===== src/rtl/alu_vec_reg.sv =====
// -----------------------------------------------------------------------------
// alu_vec_reg
//   Registered SIMD vector ALU. Both vector operands are split into
//   NUM_INSTANCES independent lanes of BITS_INDEX bits. One opcode is applied
//   to every lane in parallel, or the scalar c is broadcast to every lane.
//   Per-lane results and {N,Z,C,V} flags are registered for writeback.
//
// Ports
//   clk     in   rising-edge clock
//   rst_n   in   asynchronous active-low reset (clears result and flags)
//   a, b    in   WIDTH_V vector operands; lane i = x[BITS_INDEX*i +: BITS_INDEX]
//   c       in   BITS_INDEX scalar for SET (whole value) and SHL (c[2:0])
//   opcode  in   3-bit operation select
//   result  out  registered lane results, same lane mapping as a
//   flags   out  registered flags; flags[4i+3:4i] = {N,Z,C,V} of lane i
// -----------------------------------------------------------------------------
module alu_vec_reg #(
    parameter  int WIDTH_V       = 128,
    parameter  int BITS_INDEX    = 8,
    localparam int NUM_INSTANCES = WIDTH_V / BITS_INDEX
) (
    input  logic                       clk,
    input  logic                       rst_n,
    input  logic [WIDTH_V-1:0]         a,
    input  logic [WIDTH_V-1:0]         b,
    input  logic [BITS_INDEX-1:0]      c,
    input  logic [2:0]                 opcode,
    output logic [WIDTH_V-1:0]         result,
    output logic [NUM_INSTANCES*4-1:0] flags
);

    typedef enum logic [2:0] {
        OP_MUL = 3'b000,
        OP_SUB = 3'b001,
        OP_ADD = 3'b010,
        OP_AND = 3'b011,
        OP_OR  = 3'b100,
        OP_XOR = 3'b101,
        OP_SHL = 3'b110,
        OP_SET = 3'b111
    } op_e;

    localparam int B = BITS_INDEX;

    op_e                       w_op;
    logic [WIDTH_V-1:0]        w_result;
    logic [NUM_INSTANCES*4-1:0] w_flags;
    logic [2:0]                w_sh;

    logic [WIDTH_V-1:0]         r_result;
    logic [NUM_INSTANCES*4-1:0] r_flags;

    assign w_op = op_e'(opcode);
    assign w_sh = c[2:0];

    for (genvar g = 0; g < NUM_INSTANCES; g++) begin : g_lane
        logic [B-1:0]          w_x;
        logic [B-1:0]          w_y;
        logic signed [2*B-1:0] w_prod;
        logic                  w_mul_ovf;
        logic [B:0]            w_sum;
        logic [B:0]            w_diff;
        logic [B:0]            w_shl;
        logic [B-1:0]          w_res;
        logic                  w_c;
        logic                  w_v;

        assign w_x = a[B*g +: B];
        assign w_y = b[B*g +: B];

        // Operands are sign-extended to the full product width before the multiply.
        assign w_prod    = $signed(w_x) * $signed(w_y);
        // Product fits in B signed bits only if the upper half is a pure sign extension.
        assign w_mul_ovf = (w_prod != {{B{w_prod[B-1]}}, w_prod[B-1:0]});

        // One extra bit captures carry (ADD) or borrow (SUB) without leaking into the next lane.
        assign w_sum  = {1'b0, w_x} + {1'b0, w_y};
        assign w_diff = {1'b0, w_x} - {1'b0, w_y};
        // Bit B of the widened shift holds the last bit shifted out of the lane.
        assign w_shl  = {1'b0, w_x} << w_sh;

        always_comb begin
            // NOTE: every output of this block gets a default first so no path leaves it unassigned (no latch).
            w_res = '0;
            w_c   = 1'b0;
            w_v   = 1'b0;
            case (w_op)
                OP_MUL: begin
                    w_res = w_prod[B-1:0];
                    w_c   = w_mul_ovf;
                    w_v   = w_mul_ovf;
                end
                OP_SUB: begin
                    w_res = w_diff[B-1:0];
                    w_c   = ~w_diff[B];
                    w_v   = (w_x[B-1] ^ w_y[B-1]) & (w_diff[B-1] ^ w_x[B-1]);
                end
                OP_ADD: begin
                    w_res = w_sum[B-1:0];
                    w_c   = w_sum[B];
                    w_v   = ~(w_x[B-1] ^ w_y[B-1]) & (w_sum[B-1] ^ w_x[B-1]);
                end
                OP_AND: w_res = w_x & w_y;
                OP_OR:  w_res = w_x | w_y;
                OP_XOR: w_res = w_x ^ w_y;
                OP_SHL: begin
                    w_res = w_shl[B-1:0];
                    w_c   = (w_sh != 3'd0) & w_shl[B];
                end
                OP_SET: w_res = c;
                default: ;
            endcase
        end

        assign w_result[B*g +: B] = w_res;
        assign w_flags[4*g +: 4]  = {w_res[B-1], ~|w_res, w_c, w_v};
    end

    always_ff @(posedge clk or negedge rst_n) begin
        if (!rst_n) begin
            r_result <= '0;
            r_flags  <= '0;
        end else begin
            // NOTE: sequential state uses non-blocking assignment so all registers update from pre-edge values.
            r_result <= w_result;
            r_flags  <= w_flags;
        end
    end

    assign result = r_result;
    assign flags  = r_flags;

endmodule


===== config.mk =====
export PLATFORM = sky130hd
export DESIGN_NAME = alu_vec_reg
export DESIGN_NICKNAME = d
export VERILOG_FILES = /design/src/rtl/alu_vec_reg.sv
export SDC_FILE = /design/constraint.sdc
export NUM_CORES = 2
export LEC_CHECK = 0
export ABC_AREA = 1
export CORE_ASPECT_RATIO = 0.75
export CORE_UTILIZATION = 55
export DETAILED_ROUTE_END_ITERATION = 10
export MAX_ROUTING_LAYER = met4
export PLACE_DENSITY = 0.82
export SETUP_SLACK_MARGIN = 0.1
export SYNTH_ARGS = -nofsm -noshare
export SYNTH_HDL_FRONTEND = slang
export SYNTH_SLANG_ARGS = --single-unit

===== constraint.sdc =====
create_clock -name clk -period 1.1 [get_ports clk]
set_input_delay 0.22 -clock clk [delete_from_list [all_inputs] [get_ports clk]]
set_output_delay 0.22 -clock clk [all_outputs]
set_load 0.02 [all_outputs]

==> metrics.md, run 1 <==
| Metric | Value |
|---|---|
| Largest net degree at the start of global routing | 65 |
| FFs w/ async S/R, synth | 100.0% |
| Worst endpoint pin kind | register input |
| Port Buffer Count | 460 |
| GRT overflow | 144 |
| Post-synth top flop | dfrtp_1 |
| Yosys reg bits | 176 |
| Fail Step | global routing (5_1_grt) |
| Die height | 316.9 um |
| H-tree Lvls | 4 |
| GRT Util Overall | 70.69% |
| Outcome | did not finish |
| Die span in x | 421.9 um |
| Syn_area_per_cell | 6.587 um2 |
| Clk buf depth | 2 |
| Initial Utilization | 55.47% |
| Root buf cell | clkbuf_16 |
| Detail Placement HPWL | 247400 um |
| # IOs | 461 |
| Clock Sink Count | 176 |
| Syn Inst Count | 11040 |
| Unique masters post-synth | 49 |
| Tool error | [ERROR GRT-0232] Routing congestion too high. Check the congestion heatmap in the GUI. |
| Synthesized netlist net count | 13080 |
| Sequential share of the synthesized area | 6.057% |
| Number of flops mapped to enable cells by yosys | 0 |
| Synth Cell Area | 0.07272 mm2 |
| Dpl ws | -3.937 ns |
| Synth warn | 0 |
| Std-Cell Rows | 115 |
| Placer's final routability congestion estimate | 1.080 |
| Num CTS Buffers | 17 |
| Worst_ep grt | flags[28]$_DFF_PN0_/D |
==> synthesized netlist by cell type, types with 3 or more instances <==
master / n / area [um2]
inv_1: 2717 / 10200
fa_1: 912 / 18260
xnor2_1: 62 / 543.0
nand2_2: 3 / 18.77
or2_1: 6 / 37.54
a21oi_1: 403 / 2017
xor2_2: 4 / 65.06
a221oi_1: 10 / 87.58
o211a_1: 12 / 120.1
nand2_1: 2871 / 10780
a31oi_1: 21 / 131.4
o31ai_1: 3 / 22.52
o21bai_1: 23 / 172.7
a22oi_1: 3 / 22.52
o21a_1: 14 / 105.1
o22ai_1: 109 / 681.9
nor2_4: 3 / 33.78
nor3_1: 92 / 460.4
or2_2: 92 / 575.6
clkinv_1: 3 / 11.26
nor2_1: 614 / 2305
nand3_2: 7 / 70.07
a21boi_0: 3 / 22.52
nand3b_1: 48 / 360.4
o21ai_0: 372 / 1862
o21ai_1: 34 / 170.2
o2111ai_1: 13 / 113.9
buf_4: 23 / 172.7
inv_2: 12 / 45.04
and2_1: 3 / 18.77
dfrtp_1: 176 / 4404
ha_1: 864 / 10810
nand3_1: 650 / 3253
o211ai_1: 41 / 307.8
xor2_1: 85 / 744.5
a21o_1: 34 / 255.2
buf_2: 68 / 340.3
nand4_1: 224 / 1401
buf_1: 11 / 41.29
o221ai_1: 22 / 192.7
a211oi_1: 11 / 82.58
clkbuf_1: 347 / 1303
or2_0: 6 / 37.54
==> layer usage <==
metal  track usage [%]  GRT overflow
met4             66.75            55
met5                 -             -
met3             47.54             6
met1             71.85             4
met2             89.10            79
==> cells by family after synthesis <==
group | synth area share (%)
muxes | 0.01377
buffers and inverters | 16.67
DFF | 6.057
xor gates and xnor gates | 1.860
and+or+nand+nor | 26.67
adders and majority gates | 39.97
AOI/OAI and AO/OA | 8.756
==> metrics by stage <==
step / TNS (ns) / hold slack, ns / area [um2] / cells
after floorplan: -281.22 / -0.07559 / 78650 / 11040
after global placement: -467.50 / 0.2207 / 98910 / 15000
after detailed placement: -479.55 / 0.2195 / 98910 / 15000
after CTS: -423.86 / 0.1764 / 106900 / 15400
==> what timing repair did <==
item | in CTS
endpoints found under the setup margin | 368
resized for setup | 2452
gates cloned | 12
pin swaps | 844
hold endpoints to repair | 176
hold buffers | 1
setup buffers | 367
==> inputs of run 2 (changes only) <==
==> config.mk (replaced) <==
export PLATFORM = sky130hd
export DESIGN_NAME = alu_vec_reg
export DESIGN_NICKNAME = d
export VERILOG_FILES = /design/src/rtl/alu_vec_reg.sv
export SDC_FILE = /design/constraint.sdc
export NUM_CORES = 2
export LEC_CHECK = 0
export ABC_AREA = 1
export CORE_UTILIZATION = 40
export DETAILED_ROUTE_END_ITERATION = 10
export PLACE_DENSITY_LB_ADDON = 0.15
export SYNTH_ARGS = -nofsm -noshare
export SYNTH_HDL_FRONTEND = slang
export SYNTH_SLANG_ARGS = --single-unit
==> run 2 against run 1 <==
Net effect: the flow now finishes, with violations (negative setup slack); synthesized cell count did not move; area after synthesis did not move.
==> metrics.md, run 2 <==
| Metric | Value |
|---|---|
| Synth warn | 0 (unchanged) |
| WL met2 | 148200 um |
| Synthesized netlist net count | 13080 (unchanged) |
| Clock power share | 3.2% |
| Die area | 0.1835 mm2 |
| # nets final | 15730 |
| Worst Hold Class | input pin to asynchronous set/reset pin |
| Critical path's top delay family | adder cells |
| Critical path data required time | 1.58 ns |
| Clk buf depth | 2 (unchanged) |
| Critical path peak fanout | 4 |
| Crit path DAT | 4.22 ns |
| Count of final setup violators | 368 |
| Commonest non-fill, non-tap cell in the layout | nand2_1 |
| Initial antenna violation count | 24 |
| H-tree Lvls | 4 (unchanged) |
| Die height | 428.4 um (+35%) |
| Area growth, synth to finish | 52.76% |
| Combinational share of power | 93.2% |
| Outcome | complete, but fails checks |
| Slew @ Worst Pin | 0.7250 ns |
| Max Cap Viol | 0 |
| Relative slew margins | 51.62% |
| DRC viols | 0 |
| Clock Sink Count | 176 (unchanged) |
| Synth Cell Area | 0.07272 mm2 (unchanged) |
| Worst vdd ir | 3.304 mV |
| Number of flops mapped to enable cells by yosys | 0 (unchanged) |
| Largest net degree at the start of global routing | 70 |
| Slew Limit Fails | 0 |
| Crit path capture type | register |
| Highest clock rate | 0.2673 GHz |
| Core ar. | 0.1807 mm2 |
| Worst Setup Slack, final | -2.641 ns |
| Commonest non-fill, non-tap cells in the layout | 2243 x nand2_1, 2153 x buf_4, 2102 x inv_1, 780 x fa_1, 567 x ha_1 |
| Biggest area consumer among synthesized cells | fa_1 |
| Final WL | 306700 um |
| Vias per cell | 5.022 |
| Largest register FFs | 112 |
| Fin Setup TNS | -417.37 ns |
| Hold WS | 0.1453 ns |
| Placer's final routability congestion estimate | 0.9659 (-11%) |
| P per Cell Area | 2004 mW/mm2 |
| Setup crit start kind | input pin |
| Max incr delay on CP | 0.57 ns |
| GRT overflow | 0 |
| Unique masters post-synth | 49 (unchanged) |
| Failing checks | negative setup slack |
| Crit share post-route | 340.1% |
| Clock period minus worst slack | 3.741 ns |
| Number of global-route vias before repair | 83240 |
| FFs w/ async S/R, synth | 100.0% (unchanged) |
| Detailed router's first-iteration violation count | 5243 |
| GRT Util Overall | 33.01% |
| Worst path cell trace | buf_4 > ha_1 > inv_1 > fa_2 > fa_1 > fa_1 > fa_1 > inv_1 > ha_4 > nand2_1 > nand2_1 > a21oi_2 > nand2_1 > nand2_1 > nand2_2 > nand2_1 > o21ai_1 > inv_1 > nand3_1 > nor2_1 > nand3_2 > nand2_2 > nand2_1 |
| Num CTS Buffers | 17 (unchanged) |
| Flop pwr share | 3.6% |
| Highest Signal Layer | met5 |
| Area of the multi-input gates | 0.06508 mm2 |
| TritonCTS clock tree | yes |
| Via count | 80770 |
| TritonRoute pass-1 iters | 8 |
| Most common cell in the netlist | nand2_1 |
| Die span in x | 428.4 um (+1.5%) |
| Met3 WL post-DR | 14410 um |
| Internal power | 106.5 mW |
| RSZ-0062 raised after global routing | yes |
| Post-route ant nets | 0 |
| Initial Utilization | 40.23% (-15 points) |
| FF+latch area | 0.004404 mm2 |
| # IOs | 461 (unchanged) |
| Yosys top cell area share | 25.11% (unchanged) |
| Critical path's slowest cell | fa_1 |
| CP most frequent cell | nand2_1 |
| Switching Share | 52.18% |
| Leak pwr | 60.10 nW |
| First-pass GRT wire length | 471900 um |
| Std-Cell Rows | 156 (+36%) |
| Top post-synthesis cells by area | fa_1 25%, ha_1 15%, nand2_1 15% |
| Port Buffer Count | 460 (unchanged) |
| Sequential share of the synthesized area | 6.057% (unchanged) |
| Final Hold Viols | 0 |
| Post-synth top flop | dfrtp_1 |
| Clock transition at the registers of the reported paths | 0.09 ns |
| Syn Inst Count | 11040 (unchanged) |
| Filler instances | 16300 |
| Detail Placement HPWL | 249400 um (+0.81%) |
| Synth cell count leaders | 2871 x nand2_1, 2717 x inv_1, 912 x fa_1 |
| WL met1 | 126200 um |
| Crit Path Class | input pin to register |
| Syn_area_per_cell | 6.587 um2 (unchanged) |
| Yosys reg bits | 176 (unchanged) |
| Buffer and inverter count on the worst path | 4 |
| Layout cells sized above 1 | 37.14% |
| Average wire per standard cell | 19.07 um |
| Root buf cell | clkbuf_16 |
| Switching pwr | 116.1 mW |
==> run 2: cell counts after synthesis <==
No cell type changed its count.
==> run 2: layer usage <==
metal	GRT usage, %	vias up
met2	56.71	2380
met4	16.76	2
met5	0	-
met1	41.08	38990
met3	3.178	592
li1	-	38800
==> run 2: cell type report <==
cell class / count / area share (%)
Clock inverter: 15 / 0.1746
Tap cell: 2370 / 2.669
Sequential cell: 176 / 3.965
Inverter: 2732 / 9.521
Clock buffer: 17 / 0.3830
Timing Repair Buffer: 3078 / 24.67
Antenna cell: 14 / 0.03154
Multi-Input combinational cell: 7681 / 58.59
==> run 2: path summary, 6_finish.rpt <==
kind | start | depth (start not counted) | endpoint | slack (ns)
min | rst_n | 3 | flags[34] | 0.15
min in group clk | a[119] | 7 | flags[56] | 0.20
max | b[44] | 23 | flags[20] | -2.64
max in group asynchronous | rst_n | 3 | flags[39] | 0.21
==> run 2: stage by stage <==
step	setup slack (ns)	area (um2)	power (mW)	cells	util (%)
3_3_place_gp	-3.862	100500	168.3	15640	55.63
6_report	-2.641	111100	222.6	16080	61.46
5_1_grt	-2.860	111100	243.9	16080	61.45
2_1_floorplan	-2.831	78650	114.8	11040	-
3_5_place_dp	-3.810	100500	170.3	15640	55.63
4_1_cts	-2.660	109000	207.6	16050	60.32
==> run 2: repair_timing <==
item | in CTS | in global routing
setup buffers | 365 | 73
endpoints found under the hold margin | 176 | 0
pin swaps | 1009 | 700
gates cloned | 19 | 0
hold buffers | 2 | 0
gates resized for setup | 2550 | 872
endpoints found under the setup margin | 368 | 368
==> run 2: cells by family (layout without fill, tap and decap cells) <==
logic type,count (synthesis),after routing,synth area share [%]
flip-flops,176,176,6.057
AO/OA/AOI/OAI,1128,1128,8.756
other,0,14,0
adder cells (fa/ha/maj),1776,1776,39.97
XOR/XNOR,151,151,1.860
AND/OR/NAND/NOR,4625,4625,26.67
buffers and inverters,3182,5842,16.67
multiplexers,1,1,0.01377
==> run 2: tightest hold or removal path, cell delays in order <==
cell	delay, ns
dlygate4sd3_1	0.58
buf_8	0.13
buf_12	0.17
==> run 2: power groups by stage <==
stage          clock (mW)  sequential, mW  combinational [mW]
3_5_place_dp            0            8.17                 162
3_3_place_gp            0            8.18                 160
2_1_floorplan           0            9.31                 105
5_1_grt              7.63            8.12                 228
6_report             7.20            8.04                 207
4_1_cts              7.47            8.06                 192
(Power assumes the default switching activity.)
